`src/rtl/ps2_scan_ctrl.sv`:
```
// PS/2 set-2 scan-code sequencer: folds E0/F0 prefixes into single key events,
// drops line-error bytes, and queues events in a show-ahead FIFO with valid/ready drain.
module ps2_scan_ctrl #(
   parameter int FIFO_DEPTH     = 4,
   parameter int TIMEOUT_CYCLES = 2_000_000
) (
   input  logic       clk_i,
   input  logic       reset_ni,
   input  logic [7:0] rx_data_i,
   input  logic       rx_done_i,
   output logic       rx_en_o,
   output logic       event_valid_o,
   input  logic       event_ready_i,
   output logic [7:0] event_code_o,
   output logic       event_ext_o,
   output logic       event_break_o,
   output logic       overflow_o,
   input  logic       overflow_clr_i
);

   localparam int AW   = $clog2(FIFO_DEPTH);
   localparam int CW   = AW + 1;
   localparam int WD_W = $clog2(TIMEOUT_CYCLES);
   localparam logic [CW-1:0]   FULL_CNT = CW'(FIFO_DEPTH);
   localparam logic [WD_W-1:0] WD_MAX   = WD_W'(TIMEOUT_CYCLES - 1);

   typedef enum logic [1:0] {S_IDLE, S_EXT, S_BRK, S_EXT_BRK} state_t;

   state_t          state_q, state_d;
   logic [WD_W-1:0] wd_q, wd_d;
   logic [AW-1:0]   rd_ptr_q, rd_ptr_d, wr_ptr_q, wr_ptr_d;
   logic [CW-1:0]   count_q, count_d;
   logic            ovf_q, ovf_d;
   logic [9:0]      mem_q [FIFO_DEPTH];

   logic       evt;
   logic [9:0] evt_data;
   logic       full, pop, push;
   logic [9:0] head;

   // Decoder: prefix bytes only move the state, error bytes abort, anything else is a key
   always_comb begin
      state_d  = state_q;
      evt      = 1'b0;
      evt_data = '0;
      if (rx_done_i) begin
         case (rx_data_i)
            8'hE0: begin
               if (state_q == S_IDLE) state_d = S_EXT;
            end
            8'hF0: begin
               if (state_q == S_IDLE)     state_d = S_BRK;
               else if (state_q == S_EXT) state_d = S_EXT_BRK;
            end
            8'h00, 8'hFF: state_d = S_IDLE;
            default: begin
               evt      = 1'b1;
               evt_data = {(state_q == S_EXT) || (state_q == S_EXT_BRK),
                           (state_q == S_BRK) || (state_q == S_EXT_BRK),
                           rx_data_i};
               state_d  = S_IDLE;
            end
         endcase
      end else if ((state_q != S_IDLE) && (wd_q == WD_MAX)) begin
         state_d = S_IDLE;
      end
   end

   always_comb begin
      wd_d = wd_q + WD_W'(1);
      if (rx_done_i || (state_q == S_IDLE) || (wd_q == WD_MAX)) wd_d = '0;
   end

   // A full FIFO still accepts a push when the head leaves in the same cycle
   assign full          = (count_q == FULL_CNT);
   assign event_valid_o = (count_q != '0);
   assign pop           = event_valid_o & event_ready_i;
   assign push          = evt & (~full | pop);
   assign rx_en_o       = ~full;

   always_comb begin
      rd_ptr_d = pop  ? rd_ptr_q + AW'(1) : rd_ptr_q;
      wr_ptr_d = push ? wr_ptr_q + AW'(1) : wr_ptr_q;
      count_d  = count_q;
      case ({push, pop})
         2'b10:   count_d = count_q + CW'(1);
         2'b01:   count_d = count_q - CW'(1);
         default: count_d = count_q;
      endcase
      ovf_d = ovf_q;
      if (evt && full && !pop) ovf_d = 1'b1;
      else if (overflow_clr_i) ovf_d = 1'b0;
   end

   always_ff @(posedge clk_i or negedge reset_ni) begin
      if (!reset_ni) begin
         state_q  <= S_IDLE;
         wd_q     <= '0;
         rd_ptr_q <= '0;
         wr_ptr_q <= '0;
         count_q  <= '0;
         ovf_q    <= 1'b0;
      end else begin
         state_q  <= state_d;
         wd_q     <= wd_d;
         rd_ptr_q <= rd_ptr_d;
         wr_ptr_q <= wr_ptr_d;
         count_q  <= count_d;
         ovf_q    <= ovf_d;
      end
   end

   always_ff @(posedge clk_i) begin
      if (push) mem_q[wr_ptr_q] <= evt_data;
   end

   // Storage is not reset, so the head is masked whenever the FIFO is empty
   assign head          = event_valid_o ? mem_q[rd_ptr_q] : 10'd0;
   assign event_ext_o   = head[9];
   assign event_break_o = head[8];
   assign event_code_o  = head[7:0];
   assign overflow_o    = ovf_q;

endmodule
```
`config.mk`:
```
export PLATFORM = sky130hd
export DESIGN_NAME = ps2_scan_ctrl
export DESIGN_NICKNAME = d
export VERILOG_FILES = /design/src/rtl/ps2_scan_ctrl.sv
export SDC_FILE = /design/constraint.sdc
export NUM_CORES = 1
export LEC_CHECK = 0
export BUFFER_PORTS_ARGS = -buffer_cell sky130_fd_sc_hd__buf_2
export CORE_UTILIZATION = 45
export CTS_BUF_LIST = sky130_fd_sc_hd__clkbuf_8
export CTS_CLUSTER_DIAMETER = 30
export DETAILED_ROUTE_END_ITERATION = 16
export PLACE_DENSITY_LB_ADDON = 0.08
export SYNTH_ARGS = -nofsm -noshare
export SYNTH_HDL_FRONTEND = slang
export SYNTH_SLANG_ARGS = --single-unit
```
`constraint.sdc`:
```
create_clock -name clk_i -period 3.4 [get_ports clk_i]
set_clock_uncertainty 0.05 [all_clocks]
set_input_delay 0.68 -clock clk_i [delete_from_list [all_inputs] [get_ports clk_i]]
set_output_delay 0.68 -clock clk_i [all_outputs]
set_load 0.05 [all_outputs]
```
Yosys cells after proc, flatten, opt, wreduce, memory -nomap -nowiden
Memory sizes are Yosys's and may differ from the RTL's. Cells that the tools add are included.

$add $sub $neg: 5. Equal/unequal tests: 12. Muxes and demuxes: 17. Bitwise logic cells: 4. Reductions and logical operators: 17.

Operators with widths (number): $mux 10 (3); $eq 8x8->1 const B (3); $add 21x1->21 const B (1); $eq 21x21->1 const B (1); $mux 21 (1); $mux 2 (5); $logic_not 8->1 (1); $reduce_bool 2->1 (4); $eq 2x2->1 const B (3); $mux 1 (6); $pmux 3 s2 (1); $add 2x1->2 const B (2); $eq 2x1->1 const B (2); $logic_or 1x1->1 (4); $ne 4x4->1 const B (1); $pmux 2 s2 (1); $reduce_or 4->1 (1); $add 3x1->3 const B (1); $eq 3x3->1 const B (1); $logic_and 1x1->1 (3); $ne 3x3->1 const B (1); $reduce_and 3->1 (1); $reduce_bool 3->1 (1); $sub 3x1->3 const B (1); 5 further kinds (6).

Register bits after elaboration: 31. Memory bits (writable): 40. Output and inout port bits: 13. Logic and storage cells: 62. Memories kept: 1.

Memories: mem_q (words 4, bits a word 10, rd ports 1, clocked after Yosys merged registers in 0, write ports 1, RTL line 34) `logic [9:0] mem_q [FIFO_DEPTH];`.

Depth between registers and ports, before layout
Depth in word-level cells: 7. Mapped depth: 8. Mapped depth without buffers: 7.

Worst setup path before layout
No wires, ideal clock.

Kind: input-to-reg. From: input port rx_data_i[1]. To: register count_q[2]. Setup time: 0.080 ns. Data arrival time: 2.419 ns. Path slack: 0.851 ns. Stages on the path: 7. Path buffers: 0. Cell sequence: or4_4 o211ai_4 nand4_1 fa_1 a211o_2 o31a_1 o211ai_2.

Cells in the longest elaborated chain, start to end: 7.

Ends and longest elaborated chain: start: declaration (RTL line 9) `input logic [7:0] rx_data_i,`; $eq 8x8->1 / $logic_not 8->1 (equally long branches) (RTL line 47) `case (rx_data_i)`; $reduce_or 4->1 (no line) *; $mux 1 * (RTL line 47); $mux 1 * (RTL line 46) `if (rx_done_i) begin`; $and 1x1->1 * (RTL line 78) `assign push = evt & (~full | pop);`; $eq 2x1->1 / $eq 2x2->1 (equally long branches) (RTL line 85) `case ({push, pop})`; $pmux 3 s2 / $reduce_bool 2->1 (equally long branches); end signal: assignment (RTL line 108) `count_q <= count_d;`; end: declaration (RTL line 32) `logic [CW-1:0] count_q, count_d;`.

Mark *: on every way between the ends. The rest lies on a longest branch, timed or not. A chain may end at the register's enable or synchronous reset.

Worst setup path after layout
From: register rd_ptr_q[0]. To: output port event_code_o[1].

Cells in the longest elaborated chain, start to end: 2.

Ends and longest elaborated chain: start: declaration (RTL line 31) `logic [AW-1:0] rd_ptr_q, rd_ptr_d, wr_ptr_q, wr_ptr_d;`; start signal: assignment (RTL line 106) `rd_ptr_q <= rd_ptr_d;`; $mem_v2 4x10; $mux 10 (RTL line 118) `assign head = event_valid_o ? mem_q[rd_ptr_q] : 10'd0;`; end: declaration (RTL line 14) `output logic [7:0] event_code_o,`.

Every way passes these cells.

==> summary.md <==
| Metric | Value |
|---|---|
| Critical path capture point type | primary output |
| Top cells by count, synth | 40 x edfxtp_1, 35 x nor2_1, 31 x dfrtp_1, 24 x and2_1, 14 x xnor2_1 |
| Final wirelength | 6.289 mm |
| Post-CTS Resized | 0 |
| GRT Total Usage | 18.29% |
| Total of max-cap violations | 0 |
| Layout cells sized above 1 | 19.66% |
| Max Fclk | 0.3482 GHz |
| Post-Place Worst Slack | 0.6699 ns |
| Leak pwr | 1.438 nW |
| Top-count cell post-synth | edfxtp_1 |
| Number of distinct library cells after synthesis | 40 |
| Die width | 88.16 um |
| Worst Setup Start Kind | flop |
| Critical path, cell by cell | buf_4 -> mux4_2 -> and2_1 -> buf_2 |
| Yosys warns | 0 |
| CP max stage delay | 0.66 ns |
| R2R cell count | 7 |
| Final setup violation count | 0 |
| Placer Congestion | 0.8119 |
| Seq/Total Area, Yosys | 59.18% |
| Die area | 0.007772 mm^2 |
| Slew HR | 40.17% |
| Largest delay contributor family on the critical path | flip-flops |
| Final nets | 305 |
| Mapped Avg Cell Area | 13.00 um^2 |
| Grt ovf | 0 |
| Critical Path AT | 2.14 ns |
| Drt drc | 0 |
| Initial antenna violation count | 0 |
| Worst-Margin Slew | 0.8974 ns |
| Reg2reg start | count_q[0] |
| Setup bufs post-CTS | 0 |
| Ys async rst share | 43.66% |
| RR Endpoint | count_q[2] |
| First-pass GRT wire length | 10.36 mm |
| Post-route setup slack | 0.5282 ns |
| Starting Density | 46.31% |
| Final Slew Violations | 0 |
| Post-synth top area share | 35.96% |
| Setup TNS | 0 ns |
| Vias in the first global route | 2041 |
| Status | finished, final reports clean |
| Cell taking the most area after synthesis | edfxtp_1 |
| Iter 0 DRT Violations | 96 |
| Syn Std Cell Area | 0.003341 mm^2 |
| RSZ-0062 raised after global routing | false |
| Core area | 0.007214 mm^2 |
| Maximum vdd drop | 0.0004169 V |
| Fin crit period | 2.872 ns |
| Top FF cell, synth | edfxtp_1 |
| CTS root buf | clkbuf_8 |
| FF-to-FF setup slack | 1.23 ns |
| Clock latency on the worst-skew pair | 0.33 ns |
| CTS Buf Count | 9 |
| Synth area leaders | edfxtp_1 36%, dfrtp_1 23%, mux4_2 6.7% |
| Worst-path clk slew | 0.07 ns |
| ANT cells | 0 |
| Max Root-Sink Buffers | 2 |
| Worst EP required | 2.67 ns |
| Die H | 88.16 um |
| Yosys reg bits | 71 |
| Buf+Inv Stages, Crit Path | 2 |
| CP max FO | 8 |
| Largest net degree at the start of global routing | 32 |
| HPWL Detailed | 4.389 mm |
| Fillers | 662 |
| Slowest stage cell, crit path | dfrtp_1 |
| Mapped Cells | 257 |
| Post-Syn Nets | 276 |
| Final Hold Violating Endpoints | 0 |
| Via count | 2018 |
| H-Tree Depth | 3 |
| DR pass1 iterations | 4 |
| WP depth | 4 |
| Routed Antenna Nets | 0 |
| Crit Path Class | flop to primary output |
| Final Cycle Share | 84.47% |
| CTS tree | yes |
| Hold Buf Count CTS | 0 |
| Sink Count | 71 |
| Via-per-instance ratio | 5.188 |
| Power density over the cells | 778.3 mW/mm^2 |
| I/O pin count | 26 |
| Area grow syn2layout | 10.86% |
| Hold Path Class | input port to async pin |
| IO buf count | 25 |
| Num rows | 31 |
| Wire per inst | 16.17 um |
| EDFF count, synth | 40 |
-- worst max path at each step --
stage          slack, ns          from         endpoint
5_1_grt             0.40   rd_ptr_q[0]  event_code_o[7]
6_report            0.53   rd_ptr_q[0]  event_code_o[1]
3_3_place_gp        0.70  rx_data_i[1]       count_q[2]
2_1_floorplan       0.85  rx_data_i[1]       count_q[2]
4_1_cts             0.48   rd_ptr_q[0]  event_code_o[1]
3_5_place_dp        0.67  rx_data_i[1]       count_q[2]
-- worst reg2reg max path, stage by stage (launching register included) --
cell      delay (ns)
dfrtp_1         0.44
inv_1           0.12
nand2_1         0.36
nand4_1         0.17
fa_1            0.41
a211o_2         0.30
o31a_1          0.11
o211ai_2        0.13
-- where the power goes --
| part | total (mW) | switching [mW] | internal (mW) | leakage, nW |
|---|---|---|---|---|
| combinational | 1.09 | 0.713 | 0.372 | 0.539 |
| clock | 0.577 | 0.285 | 0.292 | 0.0990 |
| sequential | 1.22 | 0.118 | 1.10 | 0.799 |
| total | 2.88 | 1.12 | 1.77 | 1.44 |
-- kinds of logic (layout without fill, tap and decap cells) --
kind of cell / Yosys count / in the layout / synth area share, %
buffers and inverters: 16 / 49 / 2.734
multiplexers: 13 / 13 / 7.678
AO/OA/AOI/OAI: 14 / 14 / 3.933
XOR/XNOR: 22 / 22 / 5.768
AND/OR/NAND/NOR: 115 / 115 / 18.24
adder cells (fa/ha/maj): 6 / 6 / 2.472
flip-flops: 71 / 71 / 59.18
-- stage by stage --
stage / cell area (um^2) / utilization, % / total power [mW] / std cells / hold WS, ns
after CTS: 3704 / 51.34 / 2.928 / 389 / 0.3860
after floorplan: 3341 / - / 2.074 / 257 / 0.3344
after detailed placement: 3536 / 49.01 / 2.346 / 374 / 0.4343
after global routing: 3704 / 51.34 / 3.051 / 389 / 0.4152
after global placement: 3536 / 49.01 / 2.337 / 374 / 0.4264
final: 3704 / 51.34 / 2.882 / 389 / 0.3480
-- routing by layer --
layer | share of wire (%) | track usage (%)
met1 | 49 | 25.93
met2 | 47 | 28.18
met3 | 2.4 | 3.205
met4 | 1.3 | 7.038
met5 | 0 | 0
-- layout by cell type, fill, tap and decap left out, types with 2 or more instances in the layout --
cell	Yosys	routed
edfxtp_1	40	40
nor2_1	35	35
dfrtp_1	31	31
buf_2	1	25
and2_1	24	24
xnor2_1	14	14
nand2_1	13	13
nand3_1	13	13
inv_1	8	11
clkbuf_8	0	11
mux4_2	10	10
nand4_1	8	8
xor2_1	8	8
ha_1	5	5
and3_1	4	4
nor3_1	4	4
and4_1	3	3
nor4b_1	2	2
o31a_1	2	2
nor2b_1	2	2
o211ai_1	2	2
o21ai_0	2	2
mux2i_1	2	2
o211ai_2	2	2
-- registers in the layout (all words and copies together) (netlist names) --
register    flops
rd_ptr_q        2
count_q         3
wd_q           21
state_q         2
mem_q          40
overflow_o      1
wr_ptr_q        2
-- cell type report --
type	count	area [um^2]	share of cell area, %
clock buffers	11	151.4	4.088
clock inverters	4	16.27	0.4392
inverters	8	30.03	0.8108
multi-input cells	170	1272	34.36
flip-flops and latches	71	1977	53.38
well taps	99	123.9	3.345
repair buffers	26	132.6	3.581
Note: power is estimated with default switching activity, not from simulation.
